### config.mk
export PLATFORM = sky130hd
export DESIGN_NAME = gcd_batch_requester_flat
export DESIGN_NICKNAME = d
export VERILOG_FILES = /design/src/rtl/gcd_pkg.sv /design/src/rtl/gcd_batch_requester_if.sv /design/src/rtl/gcd_operand_table.sv /design/src/rtl/gcd_batch_requester.sv /design/src/flat_wrapper.sv
export SDC_FILE = /design/constraint.sdc
export NUM_CORES = 1
export LEC_CHECK = 0
export CORE_AREA = 2 2 176 178
export CTS_CLUSTER_DIAMETER = 150
export DETAILED_ROUTE_END_ITERATION = 10
export DIE_AREA = 0 0 178 180
export PLACE_DENSITY = 0.61
export SYNTH_ARGS = -nofsm -noshare
export SYNTH_HDL_FRONTEND = slang
export SYNTH_HIERARCHICAL = 1
export SYNTH_SLANG_ARGS = --single-unit
### constraint.sdc
create_clock -name clk -period 4.97 [get_ports clk]
set_input_delay 0.497 -clock clk [delete_from_list [all_inputs] [get_ports clk]]
set_output_delay 0.497 -clock clk [all_outputs]
set_load 0.1 [all_outputs]
### src/rtl/gcd_pkg.sv
// Shared definitions for the GCD batch requester: data width, table depth,
// controller state encoding and the operand-pair record stored per job.
package gcd_pkg;

    localparam int DATA_W      = 16;
    localparam int TABLE_DEPTH = 4;
    localparam int IDX_W       = $clog2(TABLE_DEPTH);

    typedef logic [IDX_W-1:0] idx_t;

    typedef enum logic [2:0] {
        S_IDLE   = 3'd0,
        S_ISSUE  = 3'd1,
        S_WAIT   = 3'd2,
        S_REPORT = 3'd3,
        S_FIN    = 3'd4
    } state_t;

    typedef struct packed {
        logic [DATA_W-1:0] a;
        logic [DATA_W-1:0] b;
    } job_t;

endpackage

### src/rtl/gcd_batch_requester_if.sv
// Start/done handshake between the batch requester (master) and a GCD
// datapath (slave). Result is only meaningful while gcd_done is high.
interface gcd_batch_requester_if #(
    parameter int DATA_W = gcd_pkg::DATA_W
);
    logic              gcd_start;
    logic [DATA_W-1:0] gcd_a;
    logic [DATA_W-1:0] gcd_b;
    logic              gcd_done;
    logic [DATA_W-1:0] gcd_result;

    modport master (
        output gcd_start, gcd_a, gcd_b,
        input  gcd_done, gcd_result
    );

    modport slave (
        input  gcd_start, gcd_a, gcd_b,
        output gcd_done, gcd_result
    );
endinterface

### src/rtl/gcd_operand_table.sv
// Four-entry operand-pair register file: one synchronous write port and one
// combinational read port. Reset clears every entry so a batch run straight
// after reset sees all-zero pairs.
module gcd_operand_table
    import gcd_pkg::*;
(
    input  logic clk,
    input  logic rst,
    input  logic we,
    input  idx_t wr_idx,
    input  job_t wr_data,
    input  idx_t rd_idx,
    output job_t rd_data
);

    job_t mem [TABLE_DEPTH];

    // Entry storage with asynchronous clear.
    always_ff @(posedge clk or posedge rst) begin
        if (rst) begin
            for (int i = 0; i < TABLE_DEPTH; i++) begin
                mem[i] <= '0;
            end
        end else if (we) begin
            mem[wr_idx] <= wr_data;
        end
    end

    assign rd_data = mem[rd_idx];

endmodule

### src/rtl/gcd_batch_requester.sv
// Initiator side of the GCD start/done handshake. Runs up to four operand
// pairs from a local table through an external GCD unit, reporting each
// result with a one-cycle valid pulse. Pairs with a zero operand bypass the
// unit, and a per-job watchdog abandons a job that never completes.
// Every output is a register loaded from the next-state decode.
module gcd_batch_requester
    import gcd_pkg::*;
#(
    parameter int DATA_W  = gcd_pkg::DATA_W,
    parameter int TIMEOUT = 65600,
    parameter int CNT_W   = 17
) (
    input  logic                  clk,
    input  logic                  rst,
    input  logic                  go,
    input  logic [2:0]            num_jobs,
    input  logic                  load_we,
    input  logic [1:0]            load_idx,
    input  logic [DATA_W-1:0]     load_a,
    input  logic [DATA_W-1:0]     load_b,
    gcd_batch_requester_if.master gcd,
    output logic                  busy,
    output logic                  res_valid,
    output logic [1:0]            res_idx,
    output logic [DATA_W-1:0]     res_gcd,
    output logic                  batch_done,
    output logic                  timeout_err
);

    localparam logic [CNT_W-1:0] TMAX = CNT_W'(TIMEOUT - 1);

    // Index of the final job: num_jobs saturated to the table depth, minus one.
    // Only called with num_jobs > 0.
    function automatic idx_t last_job(input logic [2:0] n);
        logic [2:0] sat;
        sat = (n > 3'd4) ? 3'd4 : n;
        return idx_t'(sat - 3'd1);
    endfunction

    state_t            state_q, state_d;
    idx_t              idx_q, idx_d;
    idx_t              last_q, last_d;
    logic [CNT_W-1:0]  timer_q, timer_d;
    logic              start_q, start_d;
    logic [DATA_W-1:0] a_q, a_d;
    logic [DATA_W-1:0] b_q, b_d;
    logic              busy_q, busy_d;
    logic              rv_q, rv_d;
    idx_t              ridx_q, ridx_d;
    logic [DATA_W-1:0] rgcd_q, rgcd_d;
    logic              bd_q, bd_d;
    logic              terr_q, terr_d;
    logic              tbl_we;
    job_t              wr_job;
    job_t              rd_job;

    assign wr_job.a = load_a;
    assign wr_job.b = load_b;

    // The read port looks ahead at the job about to be issued so that the
    // operand registers and start pulse are loaded on the edge into ISSUE.
    gcd_operand_table u_table (
        .clk     (clk),
        .rst     (rst),
        .we      (tbl_we),
        .wr_idx  (load_idx),
        .wr_data (wr_job),
        .rd_idx  (idx_d),
        .rd_data (rd_job)
    );

    // Next-state, job sequencing, watchdog and result capture.
    always_comb begin
        state_d = state_q;
        idx_d   = idx_q;
        last_d  = last_q;
        timer_d = timer_q;
        rv_d    = 1'b0;
        ridx_d  = ridx_q;
        rgcd_d  = rgcd_q;
        bd_d    = 1'b0;
        terr_d  = terr_q;
        tbl_we  = 1'b0;

        case (state_q)
            S_IDLE: begin
                tbl_we = load_we;
                if (go) begin
                    if (num_jobs == 3'd0) begin
                        bd_d = 1'b1;
                    end else begin
                        last_d  = last_job(num_jobs);
                        idx_d   = '0;
                        terr_d  = 1'b0;
                        state_d = S_ISSUE;
                    end
                end
            end
            S_ISSUE: begin
                // gcd(x,0)=x and gcd(0,0)=0, so a|b is the answer directly.
                if ((a_q == '0) || (b_q == '0)) begin
                    rgcd_d  = a_q | b_q;
                    rv_d    = 1'b1;
                    ridx_d  = idx_q;
                    state_d = S_REPORT;
                end else begin
                    timer_d = '0;
                    state_d = S_WAIT;
                end
            end
            S_WAIT: begin
                // A done arriving on the final watchdog cycle still counts.
                if (gcd.gcd_done) begin
                    rgcd_d  = gcd.gcd_result;
                    rv_d    = 1'b1;
                    ridx_d  = idx_q;
                    state_d = S_REPORT;
                end else if (timer_q == TMAX) begin
                    rgcd_d  = '0;
                    terr_d  = 1'b1;
                    rv_d    = 1'b1;
                    ridx_d  = idx_q;
                    state_d = S_REPORT;
                end else begin
                    timer_d = timer_q + 1'b1;
                end
            end
            S_REPORT: begin
                if (idx_q == last_q) begin
                    bd_d    = 1'b1;
                    state_d = S_FIN;
                end else begin
                    idx_d   = idx_q + 1'b1;
                    state_d = S_ISSUE;
                end
            end
            S_FIN: begin
                state_d = S_IDLE;
            end
            default: begin
                state_d = S_IDLE;
            end
        endcase
    end

    assign start_d = (state_d == S_ISSUE) && (rd_job.a != '0) && (rd_job.b != '0);
    assign a_d     = (state_d == S_ISSUE) ? rd_job.a : a_q;
    assign b_d     = (state_d == S_ISSUE) ? rd_job.b : b_q;
    assign busy_d  = (state_d != S_IDLE);

    // State and registered outputs; reset aborts any batch in flight.
    always_ff @(posedge clk or posedge rst) begin
        if (rst) begin
            state_q <= S_IDLE;
            idx_q   <= '0;
            last_q  <= '0;
            timer_q <= '0;
            start_q <= 1'b0;
            a_q     <= '0;
            b_q     <= '0;
            busy_q  <= 1'b0;
            rv_q    <= 1'b0;
            ridx_q  <= '0;
            rgcd_q  <= '0;
            bd_q    <= 1'b0;
            terr_q  <= 1'b0;
        end else begin
            state_q <= state_d;
            idx_q   <= idx_d;
            last_q  <= last_d;
            timer_q <= timer_d;
            start_q <= start_d;
            a_q     <= a_d;
            b_q     <= b_d;
            busy_q  <= busy_d;
            rv_q    <= rv_d;
            ridx_q  <= ridx_d;
            rgcd_q  <= rgcd_d;
            bd_q    <= bd_d;
            terr_q  <= terr_d;
        end
    end

    assign gcd.gcd_start = start_q;
    assign gcd.gcd_a     = a_q;
    assign gcd.gcd_b     = b_q;
    assign busy          = busy_q;
    assign res_valid     = rv_q;
    assign res_idx       = ridx_q;
    assign res_gcd       = rgcd_q;
    assign batch_done    = bd_q;
    assign timeout_err   = terr_q;

endmodule
### src/flat_wrapper.sv
// flat-port wrapper written by rule: the top's interface ports become plain ports
module gcd_batch_requester_flat import gcd_pkg::*;
#(
    parameter int DATA_W  = gcd_pkg::DATA_W,
    parameter int TIMEOUT = 65600,
    parameter int CNT_W   = 17
)
  (clk, rst, go, num_jobs, load_we, load_idx, load_a, load_b, busy, res_valid, res_idx, res_gcd, batch_done, timeout_err, gcd_gcd_start, gcd_gcd_a, gcd_gcd_b, gcd_gcd_done, gcd_gcd_result);
  gcd_batch_requester_if #(.DATA_W(DATA_W)) gcd_i ();
  input  logic clk;
  input  logic rst;
  input  logic go;
  input  logic [2:0] num_jobs;
  input  logic load_we;
  input  logic [1:0] load_idx;
  input  logic [DATA_W-1:0] load_a;
  input  logic [DATA_W-1:0] load_b;
  output logic busy;
  output logic res_valid;
  output logic [1:0] res_idx;
  output logic [DATA_W-1:0] res_gcd;
  output logic batch_done;
  output logic timeout_err;
  output wire logic [$bits(gcd_i.gcd_start)-1:0] gcd_gcd_start;
  output wire logic [$bits(gcd_i.gcd_a)-1:0] gcd_gcd_a;
  output wire logic [$bits(gcd_i.gcd_b)-1:0] gcd_gcd_b;
  input wire logic [$bits(gcd_i.gcd_done)-1:0] gcd_gcd_done;
  input wire logic [$bits(gcd_i.gcd_result)-1:0] gcd_gcd_result;
  assign gcd_gcd_start = gcd_i.gcd_start;
  assign gcd_gcd_a = gcd_i.gcd_a;
  assign gcd_gcd_b = gcd_i.gcd_b;
  assign gcd_i.gcd_done = gcd_gcd_done;
  assign gcd_i.gcd_result = gcd_gcd_result;
  gcd_batch_requester #(.DATA_W(DATA_W), .TIMEOUT(TIMEOUT), .CNT_W(CNT_W)) u_core (.clk(clk), .rst(rst), .go(go), .num_jobs(num_jobs), .load_we(load_we), .load_idx(load_idx), .load_a(load_a), .load_b(load_b), .gcd(gcd_i), .busy(busy), .res_valid(res_valid), .res_idx(res_idx), .res_gcd(res_gcd), .batch_done(batch_done), .timeout_err(timeout_err));
endmodule
==> out/results.tsv <==
stage	metric	value	unit
status	status	completed	
drt	vias post-DR	5731	
logic_synthesis	multiplexer share of the synthesized area	29.48	%
clock_tree	CTS max path bufs	3	
logic_synthesis	syn_area_per_cell	14.27	um^2
timing	clk_skew	0.01905	ns
logic_synthesis	count leader, synth	dfrtp_1	
clock_tree	Max H-tree Level	1	
drt	final WL	23420	um
critical_path	crit-path most repeated cell	nand2_1	
logic_synthesis	number of flops mapped to enable cells by yosys	0	
critical_path	Crit. End Element	flop	
logic_synthesis	register area share after synthesis	56.03	%
grt	Congestion Overflow GR	0	
timing	RSZ-0062 raised after global routing	no	
logic_synthesis	Synth cell types	40	
logic_synthesis	largest family of logic cells by synthesized area	multiplexers	
timing	final slew viol count	0	
logic_synthesis	Post-Syn Area	9245	um^2
drt	WL/cell	19.96	um
grt	initial antenna violation count	0	
critical_path	CP max stage delay	0.48	ns
timing	final worst path period share	67.51	%
logic_synthesis	Synth Area in Adders	0.1353	%
logic_synthesis	Synth top area share	56.03	%
drt	Iter 0 DRT Violations	366	
logic_synthesis	Synth Area in XOR/XNOR	1.421	%
layout	Final Net Count	820	
drt	DRC	0	
clock_tree	Setup Fix Bufs, Post-CTS	0	
layout	ant diodes	0	
logic_synthesis	Syn. warnings	6	
critical_path	WP buf/inv	1	
logic_synthesis	ys async rst share	100.0	%
logic_synthesis	synth cell count leaders	dfrtp_1, mux2_2, nor2_1, mux4_2, nand3_1	
critical_path	slowest CP cell	dfrtp_1	
clock_tree	# resized after CTS	0	
critical_path	critical path's top delay family	simple AND/OR/NAND/NOR gates	
grt	largest net degree at the start of global routing	59	
clock_tree	hold buffers post-CTS	0	
logic_synthesis	Post-Synth Simple-Gate Area	8.472	%
timing	relative slew slack	19.51	%
place	placer congestion estimate	0.7912	
clock_tree	Clock Latency Late Sink	0.50	ns
clock_tree	cts bufs inserted	23	
layout	P&R area growth vs syn	25.43	%
die	Die W	178	um
critical_path	CP Max Fanout	21	
die	Starting Density	30.62	%
timing	Max Fclk	298.0	MHz
min_path	worst hold path class	in2async	
place	PortBufs	112	
clock_tree	CTS tree	yes	
die	die height	180	um
timing	setup TNS	0	ns
drt	vias per inst	4.886	
critical_path	Worst Path Required	5.31	ns
clock_tree	Num Clock Sinks	207	
grt	first-pass GRT wire length	36880	um
timing	Setup violations, final	0	
logic_synthesis	Synth Instances	648	
run	Max-cap violations	0	
critical_path	Crit Path Class	reg2reg	
logic_synthesis	top post-synthesis cells by area	dfrtp_1, mux2_2, mux4_2	
timing	crit path time final	3.355	ns
logic_synthesis	Mapped Nets	707	
layout	Multi-input gate area	3905	um^2
timing	Worst-Margin Slew	1.205	ns
clock_tree	Reg clk slew, reported paths	0.06	ns
critical_path	CP cell instances	nor3_1 -> nand2_1 -> nor2_2 -> o22ai_4 -> buf_4 -> mux4_2 -> nor4_1 -> nand4_1 -> nand2_1 -> nor2_1	
drt	TritonRoute pass-1 iters	4	
logic_synthesis	most area-hungry cell type in the Yosys netlist	dfrtp_1	
logic_synthesis	Synth Area in Compound Gates	2.179	%
critical_path	WP data arrival	3.69	ns
logic_synthesis	Yosys reg bits	207	
clock_tree	clk root buf	clkbuf_16	
critical_path	worst reg2reg path depth	10	
logic_synthesis	Post-synth top flop	dfrtp_1	
die	core box area	30190	um^2
critical_path	startpoint types	flop	
die	Ports	113	
critical_path	Crit path depth	10	
die	die area	32040	um^2
grt	Total Routing Usage GR	14.83	%
drt	antenna-violating nets left	0	
layout	register area	5180	um^2
timing	final hold viol count	0	
layout	layout cells sized above 1	34.88	%
die	FP Rows	64	
layout	Fillers	2845	
grt	vias in the first global route	6138	
place	DPL Wire Length	16380	um
cell usage in the layout (no fill, tap or decap), types with 3 or more instances in the layout:
cell type        netlist  routed
clkbuf_16              0      23
nor4_1                18      18
nor3_1                 5       5
clkinv_2               0       3
clkdlybuf4s50_1        0     112
nand3b_1               4       4
o21ai_0               20      20
clkbuf_1               5       4
nor4b_1                3       3
nand3_1               28      28
nand4_1                9       9
clkbuf_8               0       6
nand2_1               12      12
xor2_1                13      13
bufinv_16              0       3
inv_1                  5       3
buf_4                  9      10
nand2b_1               3       3
mux2_2               176     176
nor2_1                38      38
and3_1                 5       5
a21oi_1                6       6
dfrtp_1              207     207
mux4_2                32      32
logic make-up (layout without fill, tap and decap cells):
kind of cell               Yosys count  count (layout)
AOI/OAI and AO/OA                   35              35
DFF                                207             207
xor gates and xnor gates            15              15
buffers and inverters               39             168
muxes                              210             210
and+or+nand+nor                    141             141
adders and majority gates            1               1
sequential cells by signal, indices dropped and copies added, names as in the netlist:
signal / count
u_core/u_table/mem: 128
u_core/timer_q: 17
u_core/gcd.gcd_a: 16
u_core/gcd.gcd_b: 16
u_core/res_gcd: 16
u_core/state_q: 3
u_core/idx_q: 2
u_core/last_q: 2
u_core/res_idx: 2
u_core/batch_done: 1
u_core/busy: 1
u_core/gcd.gcd_start: 1
u_core/res_valid: 1
u_core/timeout_err: 1
routing by layer:
| layer | GRT usage (%) | up-vias | wire, um |
|---|---|---|---|
| met5 | 0 | - | 0 |
| met3 | 2.876 | 19 | 1396 |
| met1 | 21.44 | 2969 | 10880 |
| met2 | 23.53 | 116 | 10900 |
| met4 | 2.262 | 0 | 243 |
| li1 | - | 2627 | - |
metrics by stage:
| step | instances | hold WS [ns] | instance area, um^2 | setup WS (ns) | util (%) |
|---|---|---|---|---|---|
| floorplan | 648 | 0.4533 | 9245 | 1.060 | - |
| global placement | 1132 | 0.4760 | 10800 | 1.108 | 35.77 |
| detailed placement | 1132 | 0.4763 | 10800 | 1.078 | 35.77 |
| CTS | 1173 | 0.4367 | 11600 | 1.611 | 38.41 |
| global route | 1173 | 0.4600 | 11600 | 1.345 | 38.41 |
| finish | 1173 | 0.4670 | 11600 | 1.615 | 38.41 |
path summary, 6_finish.rpt:
| kind | to | slack [ns] | from |
|---|---|---|---|
| max in group asynchronous | u_core/gcd.gcd_a[0]$_DFFE_PP0N_ | 3.39 | rst |
| min reg2reg | u_core/u_table/mem[120]$_DFFE_PP0P_ | 0.49 | u_core/u_table/mem[120]$_DFFE_PP0P_ |
| max reg2reg | u_core/gcd.gcd_start$_DFF_PP0_ | 1.61 | u_core/state_q[2]$_DFF_PP0_ |
| max | u_core/gcd.gcd_start$_DFF_PP0_ | 1.61 | u_core/state_q[2]$_DFF_PP0_ |
| min | u_core/res_gcd[12]$_DFFE_PP0P_ | 0.47 | rst |
| min in group clk | u_core/u_table/mem[120]$_DFFE_PP0P_ | 0.49 | u_core/u_table/mem[120]$_DFFE_PP0P_ |
final cells by class:
| type | count | share of cell area, % |
|---|---|---|
| flip-flops and latches | 207 | 44.67 |
| clock inverters | 8 | 1.068 |
| repair buffers | 122 | 10.32 |
| well taps | 396 | 4.273 |
| multi-input cells | 402 | 33.68 |
| inverters | 5 | 0.1942 |
| clock buffers | 33 | 5.805 |
Power is not shown: default switching activity piles up to over one toggle a cycle in this logic, so the estimate is an artifact.
